===== config.mk =====
export PLATFORM = sky130hd
export DESIGN_NAME = scene_renderer
export DESIGN_NICKNAME = d
export VERILOG_FILES = /design/src/rtl/scene_pkg.sv /design/src/rtl/scene_renderer_vga_timing.sv /design/src/rtl/scene_renderer.sv
export SDC_FILE = /design/constraint.sdc
export NUM_CORES = 1
export LEC_CHECK = 0
export BUFFER_PORTS_ARGS = -buffer_cell sky130_fd_sc_hd__buf_4
export CAP_MARGIN = 20
export CORE_UTILIZATION = 65
export DETAILED_ROUTE_END_ITERATION = 10
export PLACE_DENSITY = 0.95
export SLEW_MARGIN = 10
export SYNTH_ARGS = -nofsm -noshare
export SYNTH_HDL_FRONTEND = slang
export SYNTH_SLANG_ARGS = --single-unit

===== constraint.sdc =====
create_clock -name clk -period 11.35 [get_ports clk]
set_input_delay 1.135 -clock clk [delete_from_list [all_inputs] [get_ports clk]]
set_output_delay 1.135 -clock clk [all_outputs]
set_load 0.01 [all_outputs]

===== src/rtl/scene_pkg.sv =====
`default_nettype none
// +----------------------------------------------------------------------+
// | scene_pkg                                                            |
// | Field layout of the game-state words, 640x480@60 raster timing,      |
// | palette and reset snapshot values shared by the scene renderer.      |
// | Revision: 1.0                                                        |
// +----------------------------------------------------------------------+
package scene_pkg;

  // Pipe word: [27:20] gap height, [19:10] left x, [9:0] gap top y
  localparam int PIPE_Y_LSB   = 0;
  localparam int PIPE_X_LSB   = 10;
  localparam int PIPE_GAP_LSB = 20;

  // Coin word: [31] active, [19:10] top y, [9:0] left x
  localparam int COIN_X_LSB      = 0;
  localparam int COIN_Y_LSB      = 10;
  localparam int COIN_ACTIVE_BIT = 31;

  // Bird word: [9:0] top y, [15] rising
  localparam int BIRD_Y_LSB  = 0;
  localparam int BIRD_UP_BIT = 15;

  // Horizontal timing in pixel ticks
  localparam logic [9:0] H_VISIBLE    = 10'd640;
  localparam logic [9:0] H_FRONT      = 10'd16;
  localparam logic [9:0] H_SYNC       = 10'd96;
  localparam logic [9:0] H_BACK       = 10'd48;
  localparam logic [9:0] H_SYNC_START = H_VISIBLE + H_FRONT;
  localparam logic [9:0] H_SYNC_END   = H_SYNC_START + H_SYNC;
  localparam logic [9:0] H_TOTAL      = H_SYNC_END + H_BACK;

  // Vertical timing in lines
  localparam logic [9:0] V_VISIBLE    = 10'd480;
  localparam logic [9:0] V_FRONT      = 10'd10;
  localparam logic [9:0] V_SYNC       = 10'd2;
  localparam logic [9:0] V_BACK       = 10'd33;
  localparam logic [9:0] V_SYNC_START = V_VISIBLE + V_FRONT;
  localparam logic [9:0] V_SYNC_END   = V_SYNC_START + V_SYNC;
  localparam logic [9:0] V_TOTAL      = V_SYNC_END + V_BACK;

  // Palette, {r,g,b} 4 bits each
  localparam logic [11:0] C_SKY     = 12'h4CF;
  localparam logic [11:0] C_PIPE    = 12'h2A2;
  localparam logic [11:0] C_HEAD    = 12'h1D1;
  localparam logic [11:0] C_BIRD    = 12'hFD0;
  localparam logic [11:0] C_BIRD_UP = 12'hF80;
  localparam logic [11:0] C_COIN    = 12'hFF0;

  // Snapshot contents before the first frame has been latched
  localparam logic [9:0] RESET_PIPE_X = 10'd1023;
  localparam logic [9:0] RESET_BIRD_Y = 10'd240;
  localparam logic [1:0] RESET_STATUS = 2'b01;

  // Half-open span test [lo, lo+len) in 11 bits so lo+len cannot wrap
  function automatic logic in_span(input logic [10:0] pos, input logic [10:0] lo,
                                   input logic [10:0] len);
    return (pos >= lo) && (pos < lo + len);
  endfunction

endpackage
`default_nettype wire


===== src/rtl/scene_renderer_vga_timing.sv =====
`default_nettype none
// +----------------------------------------------------------------------+
// | vga_timing                                                           |
// | Pixel tick divider, h/v raster counters, raw active-low syncs,       |
// | visible flag and the once-per-frame snapshot strobe.                 |
// | Revision: 1.0                                                        |
// +----------------------------------------------------------------------+
module vga_timing
  import scene_pkg::*;
#(
  parameter int PIX_DIV = 4
) (
  input  logic       clk,
  input  logic       rst,
  output logic       tick,
  output logic [9:0] h,
  output logic [9:0] v,
  output logic       visible,
  output logic       hs_raw,
  output logic       vs_raw,
  output logic       snap
);

  localparam int              DIV_W    = (PIX_DIV > 1) ? $clog2(PIX_DIV) : 1;
  localparam logic [DIV_W-1:0] DIV_LAST = DIV_W'(PIX_DIV - 1);

  logic [DIV_W-1:0] div;

  // Free-running divider; a tick is the clock where it sits at zero
  always_ff @(posedge clk or posedge rst) begin
    if (rst) begin
      div <= '0;
    end else if (div == DIV_LAST) begin
      div <= '0;
    end else begin
      div <= div + 1'b1;
    end
  end

  assign tick = (div == '0);

  // Raster position; v steps when h wraps
  always_ff @(posedge clk or posedge rst) begin
    if (rst) begin
      h <= '0;
      v <= '0;
    end else if (tick) begin
      if (h == H_TOTAL - 10'd1) begin
        h <= '0;
        v <= (v == V_TOTAL - 10'd1) ? 10'd0 : v + 10'd1;
      end else begin
        h <= h + 10'd1;
      end
    end
  end

  assign visible = (h < H_VISIBLE) && (v < V_VISIBLE);
  assign hs_raw  = !((h >= H_SYNC_START) && (h < H_SYNC_END));
  assign vs_raw  = !((v >= V_SYNC_START) && (v < V_SYNC_END));
  assign snap    = tick && (h == 10'd0) && (v == V_VISIBLE);

endmodule
`default_nettype wire


===== src/rtl/scene_renderer.sv =====
`default_nettype none
// +----------------------------------------------------------------------+
// | scene_renderer                                                       |
// | Latches the game-state words once per frame at the start of vblank   |
// | and draws bird, coin and pipes on a 640x480@60 VGA raster through a  |
// | counter -> hit flags -> colour pipeline.                             |
// | Revision: 1.0                                                        |
// +----------------------------------------------------------------------+
module scene_renderer
  import scene_pkg::*;
#(
  parameter int PIX_DIV   = 4,
  parameter int BIRD_X    = 40,
  parameter int BIRD_W    = 16,
  parameter int PIPE_W    = 50,
  parameter int PIPE_HEAD = 23,
  parameter int COIN_L    = 16
) (
  input  logic        clk,
  input  logic        rst,
  input  logic [1:0]  status,
  input  logic [15:0] bird_y,
  input  logic [31:0] pipe1,
  input  logic [31:0] pipe2,
  input  logic [31:0] pipe3,
  input  logic [31:0] coin,
  output logic        hs,
  output logic        vs,
  output logic [3:0]  r,
  output logic [3:0]  g,
  output logic [3:0]  b,
  output logic        frame_tick
);

  logic       tick, visible, hs_raw, vs_raw, snap;
  logic [9:0] h, v;

  vga_timing #(.PIX_DIV(PIX_DIV)) u_timing (
    .clk     (clk),
    .rst     (rst),
    .tick    (tick),
    .h       (h),
    .v       (v),
    .visible (visible),
    .hs_raw  (hs_raw),
    .vs_raw  (vs_raw),
    .snap    (snap)
  );

  assign frame_tick = snap;

  logic [31:0] pipe_in [3];
  assign pipe_in[0] = pipe1;
  assign pipe_in[1] = pipe2;
  assign pipe_in[2] = pipe3;

  // Bits of the bus words that carry nothing for this renderer
  logic unused_bits;
  assign unused_bits = &{1'b0, bird_y[14:10], coin[30:20], pipe1[31:28], pipe2[31:28],
                         pipe3[31:28]};

  logic [1:0] snap_status;
  logic [9:0] snap_bird_y;
  logic       snap_bird_up;
  logic       snap_coin_on;
  logic [9:0] snap_cx, snap_cy;
  logic [7:0] snap_gap [3];
  logic [9:0] snap_px  [3];
  logic [9:0] snap_py  [3];

  // Frame snapshot: the raster only ever looks at these copies
  always_ff @(posedge clk or posedge rst) begin
    if (rst) begin
      snap_status  <= RESET_STATUS;
      snap_bird_y  <= RESET_BIRD_Y;
      snap_bird_up <= 1'b0;
      snap_coin_on <= 1'b0;
      snap_cx      <= '0;
      snap_cy      <= '0;
      for (int i = 0; i < 3; i++) begin
        snap_gap[i] <= '0;
        snap_px[i]  <= RESET_PIPE_X;
        snap_py[i]  <= '0;
      end
    end else if (snap) begin
      snap_status  <= status;
      snap_bird_y  <= bird_y[BIRD_Y_LSB +: 10];
      snap_bird_up <= bird_y[BIRD_UP_BIT];
      snap_coin_on <= coin[COIN_ACTIVE_BIT];
      snap_cx      <= coin[COIN_X_LSB +: 10];
      snap_cy      <= coin[COIN_Y_LSB +: 10];
      for (int i = 0; i < 3; i++) begin
        snap_gap[i] <= pipe_in[i][PIPE_GAP_LSB +: 8];
        snap_px[i]  <= pipe_in[i][PIPE_X_LSB +: 10];
        snap_py[i]  <= pipe_in[i][PIPE_Y_LSB +: 10];
      end
    end
  end

  logic [10:0] hx, vy;
  assign hx = {1'b0, h};
  assign vy = {1'b0, v};

  // Pipe body is the column outside the gap; the head band is the part of
  // the body within PIPE_HEAD rows of the gap, above or below it.
  logic [2:0] pipe_hit, head_hit;
  for (genvar i = 0; i < 3; i++) begin : g_pipe
    logic [10:0] py, gap_end, head_top;
    assign py       = {1'b0, snap_py[i]};
    assign gap_end  = py + {3'b0, snap_gap[i]};
    assign head_top = (py >= 11'(PIPE_HEAD)) ? py - 11'(PIPE_HEAD) : 11'd0;
    assign pipe_hit[i] = in_span(hx, {1'b0, snap_px[i]}, 11'(PIPE_W)) &&
                         ((vy < py) || (vy >= gap_end));
    assign head_hit[i] = pipe_hit[i] && (vy >= head_top) &&
                         (vy < gap_end + 11'(PIPE_HEAD));
  end

  logic bird_hit, coin_hit, play;
  assign bird_hit = in_span(hx, 11'(BIRD_X), 11'(BIRD_W)) &&
                    in_span(vy, {1'b0, snap_bird_y}, 11'(BIRD_W));
  assign coin_hit = snap_coin_on && in_span(hx, {1'b0, snap_cx}, 11'(COIN_L)) &&
                    in_span(vy, {1'b0, snap_cy}, 11'(COIN_L));
  // 00 and 11 are play; 01 and 10 are setup
  assign play     = (snap_status[1] == snap_status[0]);

  logic s1_vis, s1_hs, s1_vs, s1_bird, s1_up, s1_coin, s1_head, s1_pipe;

  // Stage 1: register hit flags alongside the raw syncs; setup hides all but the bird
  always_ff @(posedge clk or posedge rst) begin
    if (rst) begin
      s1_vis  <= 1'b0;
      s1_hs   <= 1'b1;
      s1_vs   <= 1'b1;
      s1_bird <= 1'b0;
      s1_up   <= 1'b0;
      s1_coin <= 1'b0;
      s1_head <= 1'b0;
      s1_pipe <= 1'b0;
    end else if (tick) begin
      s1_vis  <= visible;
      s1_hs   <= hs_raw;
      s1_vs   <= vs_raw;
      s1_bird <= bird_hit;
      s1_up   <= snap_bird_up;
      s1_coin <= coin_hit && play;
      s1_head <= (|head_hit) && play;
      s1_pipe <= (|pipe_hit) && play;
    end
  end

  logic [11:0] pix;

  // Priority colour mux: bird, coin, head, pipe, sky; black in blanking
  always_comb begin
    pix = C_SKY;
    if (!s1_vis) begin
      pix = 12'h000;
    end else if (s1_bird) begin
      pix = s1_up ? C_BIRD_UP : C_BIRD;
    end else if (s1_coin) begin
      pix = C_COIN;
    end else if (s1_head) begin
      pix = C_HEAD;
    end else if (s1_pipe) begin
      pix = C_PIPE;
    end
  end

  logic [11:0] rgb_q;

  // Stage 2: output registers, syncs delayed to stay aligned with colour
  always_ff @(posedge clk or posedge rst) begin
    if (rst) begin
      rgb_q <= '0;
      hs    <= 1'b1;
      vs    <= 1'b1;
    end else if (tick) begin
      rgb_q <= pix;
      hs    <= s1_hs;
      vs    <= s1_vs;
    end
  end

  assign r = rgb_q[11:8];
  assign g = rgb_q[7:4];
  assign b = rgb_q[3:0];

endmodule
`default_nettype wire


==> After elaboration in Yosys (flattened, before gate mapping) <==
Index checks and enable logic that the tools add are counted.
{ "totals": {"ff_bits": 162, "latch_bits": 0, "ram_bits": 0, "mem_bits_ro": 0, "inputBits": 148, "output_inout_bits": 15, "wordCells": 136, "memories": 0} }
{ "classes": {"n_addsub": 18, "n_mul": 0, "n_div": 0, "order_cmp": 35, "n_eq_ne": 5, "shifts": 0, "muxes": 12, "bitwise": 0, "reduce_logical": 37} }
{ "ops": {"columns": ["cell", "count"], "rows": [
  ["$lt 10x11->1", 9],
  ["$ge 10x11->1", 6],
  ["$ge 10x10->1", 6],
  ["$mux 11", 5],
  ["$mux 12", 3],
  ["$add 10x5->11 const B", 3],
  ["$add 10x6->11 const B", 3],
  ["$add 10x8->11", 3],
  ["$add 11x5->11 const B", 3],
  ["$sub 10x5->11 const B", 3],
  ["$ge 10x5->1 const B", 3],
  ["$lt 10x10->1", 3],
  ["$logic_and 1x1->1", 27],
  ["$add 10x1->10 const B", 2],
  ["$eq 10x10->1 const B", 2],
  ["$lt 10x10->1 const B", 2],
  ["$lt 10x9->1 const B", 2],
  ["$mux 10", 2],
  ["$eq 10x9->1 const B", 1],
  ["$ge 10x10->1 const B", 1],
  ["$ge 10x6->1 const B", 1],
  ["$ge 10x9->1 const B", 1],
  ["$logic_not 10->1", 1],
  ["$lt 10x6->1 const B", 1],
  ["other kinds (10)", 14]
]} }

==> Depth between registers and ports, before layout <==
Gate-level depths: netlist of the first run.
{ "logic_depth": {"ltp_word": 8, "mapped_depth": 17, "ltp_nobuf": 17} }

==> Hierarchy <==
From an unflattened synthesis of the first run, not the netlist that was laid out.
{ "hier_totals": {"hier_cells": 1538, "hier_area_um2": 13855.8} }
{ "modules_own_cells": {"columns": ["mod", "n_inst", "cells_each", "area_per_inst_um2", "seq_area_each_um2"], "rows": [
  ["scene_renderer", 1, 1410, 12630.9, 3527.1],
  ["vga_timing", 1, 128, 1224.9, 550.5]
]} }

==> Worst setup path after synthesis of the first run <==
OpenSTA, ideal clock, no wires.
{ "synth_path": {"kind": "reg-to-reg", "start": "register snap_py (netlist bit g_pipe[2].py[0])", "end": "register s1_head", "setup_time_ns": 0.090, "arrival_time_ns": 3.276, "required_time_ns": 11.260, "slack_ns": 7.984, "stages_incl_launch_ff": 15, "path_buffers": 0, "synth_period_minus_slack_ns": 3.366, "cell_sequence": "dfrtp_1 ha_1 inv_1 fa_1 ha_1 and2_1 or2_2 xor2_1 ha_1 a2111oi_0 a21oi_1 or3_1 a21oi_1 o311ai_1 o2111ai_1"} }
{ "synth_via": {"elab_chain_cells": 8, "elab_cells_between_ends": 15, "classes_between": "add/sub: 3; order compare: 5; mux: 1; reduce/logical: 6"} }
{ "synth_lines": {"columns": ["item", "line", "text"], "rows": [
  ["start, declared", "scene_renderer.sv:69", "logic [9:0] snap_py [3];"],
  ["start signal, assigned by index", "scene_renderer.sv:95", "snap_py[i] <= pipe_in[i][PIPE_Y_LSB +: 10];"],
  ["parallel branches: the longest is 5 deep, another holds $add 10x8->11", null, null],
  ["$logic_and 1x1->1 (*)", "scene_renderer.sv:114", "assign head_hit[i] = pipe_hit[i] && (vy >= head_top) &&"],
  ["$reduce_or 3->1 (*)", "scene_renderer.sv:146", "s1_head <= (|head_hit) && play;"],
  ["$logic_and 1x1->1 (*)", "scene_renderer.sv:146", null],
  ["end signal, assigned", "scene_renderer.sv:146", null],
  ["end, declared", "scene_renderer.sv:126", "logic s1_vis, s1_hs, s1_vs, s1_bird, s1_up, s1_coin, s1_head, s1_pipe;"]
]} }
Mark *: on every way between the ends.
A chain may end at the register's enable or synchronous reset.

==> Worst setup path after layout of the first run <==
{ "layout_path": {"start": "register u_timing.div[0]", "end": "output frame_tick"} }
{ "layout_via": {"elab_chain_cells": 3} }
{ "layout_lines": {"columns": ["item", "line", "text"], "rows": [
  ["start, declared", "scene_renderer_vga_timing.sv:27", "logic [DIV_W-1:0] div;"],
  ["start signal, assigned", "scene_renderer_vga_timing.sv:36", "div <= div + 1'b1;"],
  ["$logic_not 2->1", "scene_renderer_vga_timing.sv:40", "assign tick = (div == '0);"],
  ["$logic_and 1x1->1 (2 in a row)", "scene_renderer_vga_timing.sv:60", "assign snap = tick && (h == 10'd0) && (v == V_VISIBLE);"],
  ["end, declared", "scene_renderer.sv:32", "output logic frame_tick"]
]} }
Every way passes these cells.

==> impl_results.md, run 1 <==
- CTS max path bufs: 2
- Max IR drop VDD: 0.0000746 V
- Average size of a mapped cell: 8.59 um^2
- Clock network power share: 48.2%
- Main area contributors after synthesis: ha_1 24%, dfrtp_1 22%, dfstp_2 7.4%
- Diode count: 0
- Flops & latches, synth: 161
- Most frequent cell after synthesis: nand2_1
- CTS Hold Bufs: 0
- Crit Path Max Fanout: 89
- RSZ-0062 raised after global routing: no
- Die X: 148 um
- Row count: 53
- PnR worst setup slack: 6.94 ns
- Switching power: 284 uW
- CORE AREA: 0.0210 mm^2
- WL final: 37600 um
- Pre-Repair DR Iteration Count: 6
- Seq pwr share: 48.1%
- Initial antenna violation count: 1
- Tot Pwr: 1.19 mW
- Hold Path Stages: 2
- Final setup vio count: 0
- First-pass GRT wire length: 61200 um
- Initial drt markers: 986
- Avg WL per Cell: 18.4 um
- Mapped cell area: 0.0139 mm^2
- Crit path time final: 4.41 ns
- Worst endpoint required time: 10.22 ns
- Crit end category: output pin
- Layout Utilization: 75.1%
- Clk_skew: 0.0100 ns
- Tot GR Track Use: 35.1%
- Post-Syn Nets: 2035
- P&R area growth vs syn: 13.3%
- # DRC: 0
- Leak: 8.18 nW
- Slew HR: 31.3%
- CTS tree: done
- Post-synth top cells: 268 x nand2_1, 262 x ha_1, 150 x o21ai_0
- Worst-skew pair later-pin latency: 0.45 ns
- Status: completed
- Hold Vio Cnt, Final: 0
- Sequential element share of the synthesized area: 29.3%
- CP Launch Type: flop
- Transition time of the tightest slew-check pin: 1.03 ns
- CP Class: reg -> out
- Combinational fraction of design power: 3.7%
- Number of synthesized flops with an enable pin: 0
- Post-route clock period utilization: 38.9%
- Slew Viols, Final: 0
- Layout cells sized above 1: 13.4%
- Dpl ws: 7.45 ns
- Switching Fraction: 23.8%
- Die area: 0.0220 mm^2
- R2R depth: 15
- Htree depth: 4
- Placed cell area: 0.0152 mm^2
- Pint: 910 uW
- Setup TNS: 0 ns
- Die Y: 148 um
- Ports: 163
- # fillers: 1389
- Input/output buffers: 134
- Post-detail-place hpwl: 26200 um
- Routed Antenna Nets: 0
- Top-area cell type share of the netlist area: 23.5%
- Max Clock Freq: 227 MHz
- Routability Congestion: 0.919
- WP data arrival: 3.28 ns
- CTS Buf Count: 17
- Via Count: 12800
- Root Buffer Master: clkbuf_16
- Distinct cells, synth: 78
- Async S/R FF share, synth: 100%
- Hold WC Path Type: reg -> reg
- Initial core utilization: 66.3%
- Clock transition at path regs: 0.07 ns
- Post-Syn Instances: 1622
- Post_cts resized: 0
- Largest net degree at the start of global routing: 116
- Global route overflow: 0
- CTS Sinks: 161
- Nets: 2165
- Max Cap Violations: 0
- Pwr/cell area: 75.6 mW/mm^2
- Vias/cell: 6.29
- Syn. warnings: 0
- Vias in the first global route: 13000
- Setup Buffers After CTS: 0
- Cell taking the most area after synthesis: ha_1
- Final design area excluding fillers: 0.0158 mm^2
- Post-synth top flop: dfrtp_1
kinds of logic (layout without fill, tap and decap cells):
group           after synthesis  after routing  synth area share (%)
simple gates                531            531                  17.5
compound gates              394            394                  17.8
fa+ha+maj                   266            266                  24.0
buf+inv                     162            305                  4.59
flops                       161            161                  29.3
xor+xnor                    103            103                  6.47
mux                           5              5                 0.395
critical path, stage by stage, from the launching register on:
cell and delay (ns):
dfrtp_1 0.40, inv_1 0.07, ha_1 0.14, buf_4 0.29
inv_1 0.32, nor4_1 0.45, nand4b_1 0.24, inv_4 0.65
buf_4 0.25
state kept, by name, indices dropped and copies added, names as in the netlist, 10 cells and up:
name	flops
u_timing.h	10
snap_gap	24
snap_px	30
snap_cy	10
rgb_q	11
snap_bird_y	10
snap_cx	10
g_pipe.py	30
u_timing.v	10
path summary, 6_finish.rpt:
check	startpoint	endpoint	slack [ns]
setup reg to reg	g_pipe[0].py[0]	s1_pipe	7.39
min in group asynchronous	rst	g_pipe[2].py[0]	0.87
hold reg to reg	snap_px[10]	snap_px[10]	0.46
max in group asynchronous	rst	snap_cx[4]	9.13
setup / recovery	u_timing.div[0]	frame_tick	6.94
hold / removal	snap_px[10]	snap_px[10]	0.46
metrics by stage:
stage / hold slack (ns) / cells
5_1_grt: 0.486 / 2040
3_3_place_gp: 0.441 / 2008
6_report: 0.460 / 2040
4_1_cts: 0.462 / 2040
2_1_floorplan: 0.428 / 1622
3_5_place_dp: 0.451 / 2008
routing by layer:
layer  GRT usage [%]  vias up  part of all wire [%]
met5               0        -                 0.035
met4            20.6        2                   4.7
met3            7.94      171                   7.6
met2            60.0      637                    49
met1            40.2     6038                    39
li1                -     5993                     -
cells in the final DEF, fill, tap and decap left out, types with 9 or more instances in the layout:
cell type and n:
a2111oi_0 9, a211oi_1 14, a21o_1 30, a21oi_1 75, a31oi_1 12, and3_1 10
buf_4 146, clkbuf_16 17, dfrtp_1 122, dfstp_2 39, ha_1 262, inv_1 122
nand2_1 268, nand2b_1 32, nand3_1 37, nand4_1 12, nor2_1 69, nor2b_1 19
nor3_1 31, nor4_1 9, o211ai_1 10, o21a_1 22, o21ai_0 150, or3_1 14
xnor2_1 79, xor2_1 24
power by group through the flow:
stage	Clock, mW	Combinational [mW]	Sequential [mW]
floorplan	0	0.00865	0.585
global placement	0	0.0440	0.585
detailed placement	0	0.0446	0.585
CTS	0.572	0.0447	0.574
global route	0.596	0.0480	0.574
finish	0.576	0.0440	0.574
final cells by class:
type / instances / area, um^2 / share of cell area, %
Clock buffer: 18 / 439 / 2.78
Clock inverter: 14 / 131 / 0.832
Inverter: 127 / 484 / 3.07
Multi-Input combinational cell: 1299 / 9220 / 58.4
Sequential cell: 161 / 4080 / 25.8
Tap cell: 275 / 344 / 2.18
Timing Repair Buffer: 146 / 1100 / 6.94
No activity file was read; power rests on OpenSTA's default activity.
==> inputs of run 2 (changes only) <==
CORE_UTILIZATION = 55   (was 65)
PLACE_DENSITY = 0.88   (was 0.95)
clock period = 3.9 ns   (was 11.35 ns; I/O delays follow)
==> run 2 against run 1 <==
Worst hold slack got worse by 0.34 ns. Sequential share of layout area decreased by 0.36 points. Register-to-register slack got worse by 7.3 ns. Core utilization decreased by 10 points. Via count decreased by 2.7%. Combinational power increased to 2.9 times the previous value. Largest cell class unchanged. First-iteration DRC count decreased by 12%. Non-clock buffer count increased by 16. Highest routed layer is now met4. Critical path depth increased by 6. Cell count increased by 3.2%.
==> impl_results.md, run 2 (same netlist as run 1, synthesis figures left out) <==
- Status: completed
- CTS tree: done
- Commonest non-fill, non-tap cells in the layout: 268 x nand2_1, 262 x ha_1, 159 x buf_4
- Hold Vio Cnt, Final: 0 (unchanged)
- Max Clock Freq: 264 MHz
- Dpl ws: 0.147 ns (-7.31 ns)
- Slew Viols, Final: 0 (unchanged)
- Largest net degree at the start of global routing: 162 (+40%)
- Initial core utilization: 56.6% (-9.7 points)
- CORE AREA: 0.0246 mm^2 (+17%)
- First-pass GRT wire length: 60600 um (-1.0%)
- Worst-skew pair later-pin latency: 0.44 ns (about the same)
- Post-detail-place hpwl: 26600 um (+1.4%)
- Pwr/cell area: 217 mW/mm^2 (+190%)
- CTS max path bufs: 2 (unchanged)
- Global route overflow: 0 (unchanged)
- Tot Pwr: 3.48 mW (+190%)
- Hold WC Path Type: in -> async
- WL final: 36600 um (-2.5%)
- Die Y: 161 um (+8.6%)
- Slew HR: 37.1% (+5.7 points)
- Die X: 161 um (+8.6%)
- Final design area excluding fillers: 0.0160 mm^2 (+1.5%)
- Crit path time final: 3.79 ns
- P&R area growth vs syn: 15.0%
- FF-to-FF setup slack: 0.11 ns (-7.28 ns)
- Max Cap Violations: 0 (unchanged)
- CTS Buf Count: 17 (unchanged)
- Post_cts resized: 0 (unchanged)
- Transition time of the tightest slew-check pin: 0.944 ns (-0.0861 ns)
- Routability Congestion: 0.893 (-2.9%)
- Leak: 8.27 nW (+1.1%)
- Vias in the first global route: 12500 (-3.8%)
- Hold WS: 0.119 ns (-0.341 ns)
- R2R depth: 14 (-1)
- Clock transition at path regs: 0.06 ns (about the same)
- Setup Buffers After CTS: 0 (unchanged)
- Vias/cell: 5.93 (-5.7%)
- Via Count: 12500 (-2.7%)
- Max IR drop VDD: 0.000227 V (+200%)
- Placed cell area: 0.0154 mm^2 (+1.4%)
- Layout cells sized above 1: 14.1% (+0.72 points)
- Commonest non-fill, non-tap cell in the layout: nand2_1
- Initial drt markers: 870 (-12%)
- CTS Sinks: 161 (unchanged)
- # DRC: 0 (unchanged)
- Input/output buffers: 134 (unchanged)
- CP Launch Type: flop
- Final setup vio count: 0 (unchanged)
- RSZ-0062 raised after global routing: no
- # fillers: 1882 (+35%)
- Row count: 57 (+7.5%)
- Crit Path Max Fanout: 6 (-93%)
- Diode count: 0 (unchanged)
- WP data arrival: 4.13 ns (+0.85 ns)
- Die area: 0.0260 mm^2 (+18%)
- Ports: 163 (unchanged)
- Crit end category: flop
- Avg WL per Cell: 17.4 um (-5.6%)
- Root Buffer Master: clkbuf_16
- Worst endpoint required time: 4.25 ns (-5.97 ns)
- Pre-Repair DR Iteration Count: 5 (-1)
- PnR worst setup slack: 0.114 ns (-6.83 ns)
- Nets: 2181 (+0.74%)
- Post-route clock period utilization: 97.1%
- CP Class: reg -> reg
- Clk_skew: 0.0143 ns (+0.00427 ns)
- Setup TNS: 0 ns (unchanged)
- CTS Hold Bufs: 0 (unchanged)
- Initial antenna violation count: 0 (-1)
- Routed Antenna Nets: 0 (unchanged)
- Htree depth: 4 (unchanged)
- Tot GR Track Use: 28.9% (-6.2 points)
run 2: cell count changes in the layout (fill, tap and decap cells not counted), moves of 2 or more:
cell	delta
buf_12	+3
clkbuf_1	+4
inv_6	-3
clkinv_4	-2
buf_4	+13
clkinv_2	+2
run 2: worst paths after layout:
check	startpoint	to
setup / recovery	g_pipe[2].py[0]	s1_head
hold / removal	rst	snap_gap[1]
setup reg to reg	g_pipe[2].py[0]	s1_head
hold reg to reg	u_timing.div[0]	u_timing.div[0]
max in group asynchronous	rst	snap_cx[5]
min in group clk	pipe2[24]	snap_gap[12]
run 2: power breakdown:
part           total (mW)  internal (mW)  leakage [nW]  switching [mW]
Sequential           1.67           1.67          1.62               0
Clock                1.68          0.957         0.274           0.724
Combinational       0.127         0.0774          6.38          0.0500
Total                3.48           2.71          8.27           0.774
run 2: final cells by class:
class / instances / area [um^2] / share of cell area, %
multi-input combinational: 1299 / 9230 / 57.6
inverter: 127 / 485 / 3.03
sequential: 161 / 4080 / 25.5
clock buffer: 22 / 454 / 2.83
timing repair buffer: 162 / 1250 / 7.83
clock inverter: 10 / 113 / 0.703
tap: 324 / 405 / 2.53
run 2: worst max-delay path, cell delays in order, from the launching register on:
cell       delay (ns)
dfrtp_2          0.44
ha_1             0.21
inv_1            0.07
fa_1             0.45
ha_1             0.23
and2_1           0.14
or2_2            0.31
xor2_1           0.16
ha_1             0.30
a2111oi_0        0.42
a21oi_1          0.13
or3_1            0.33
a21oi_1          0.19
o311ai_1         0.16
o2111ai_1        0.15
run 2: layer usage:
metal | track usage [%] | vias up | wire length (um)
li1 | - | 6020 | -
met1 | 35.5 | 5934 | 15600
met2 | 50.4 | 458 | 17900
met3 | 4.67 | 80 | 2160
met4 | 11.7 | 0 | 983
met5 | 0 | - | 0
run 2: through the flow:
step | utilization [%] | instances
after floorplan | - | 1622
after global placement | 62.8 | 2073
after detailed placement | 62.8 | 2073
after CTS | 65.1 | 2105
after global routing | 65.1 | 2105
final | 65.1 | 2105
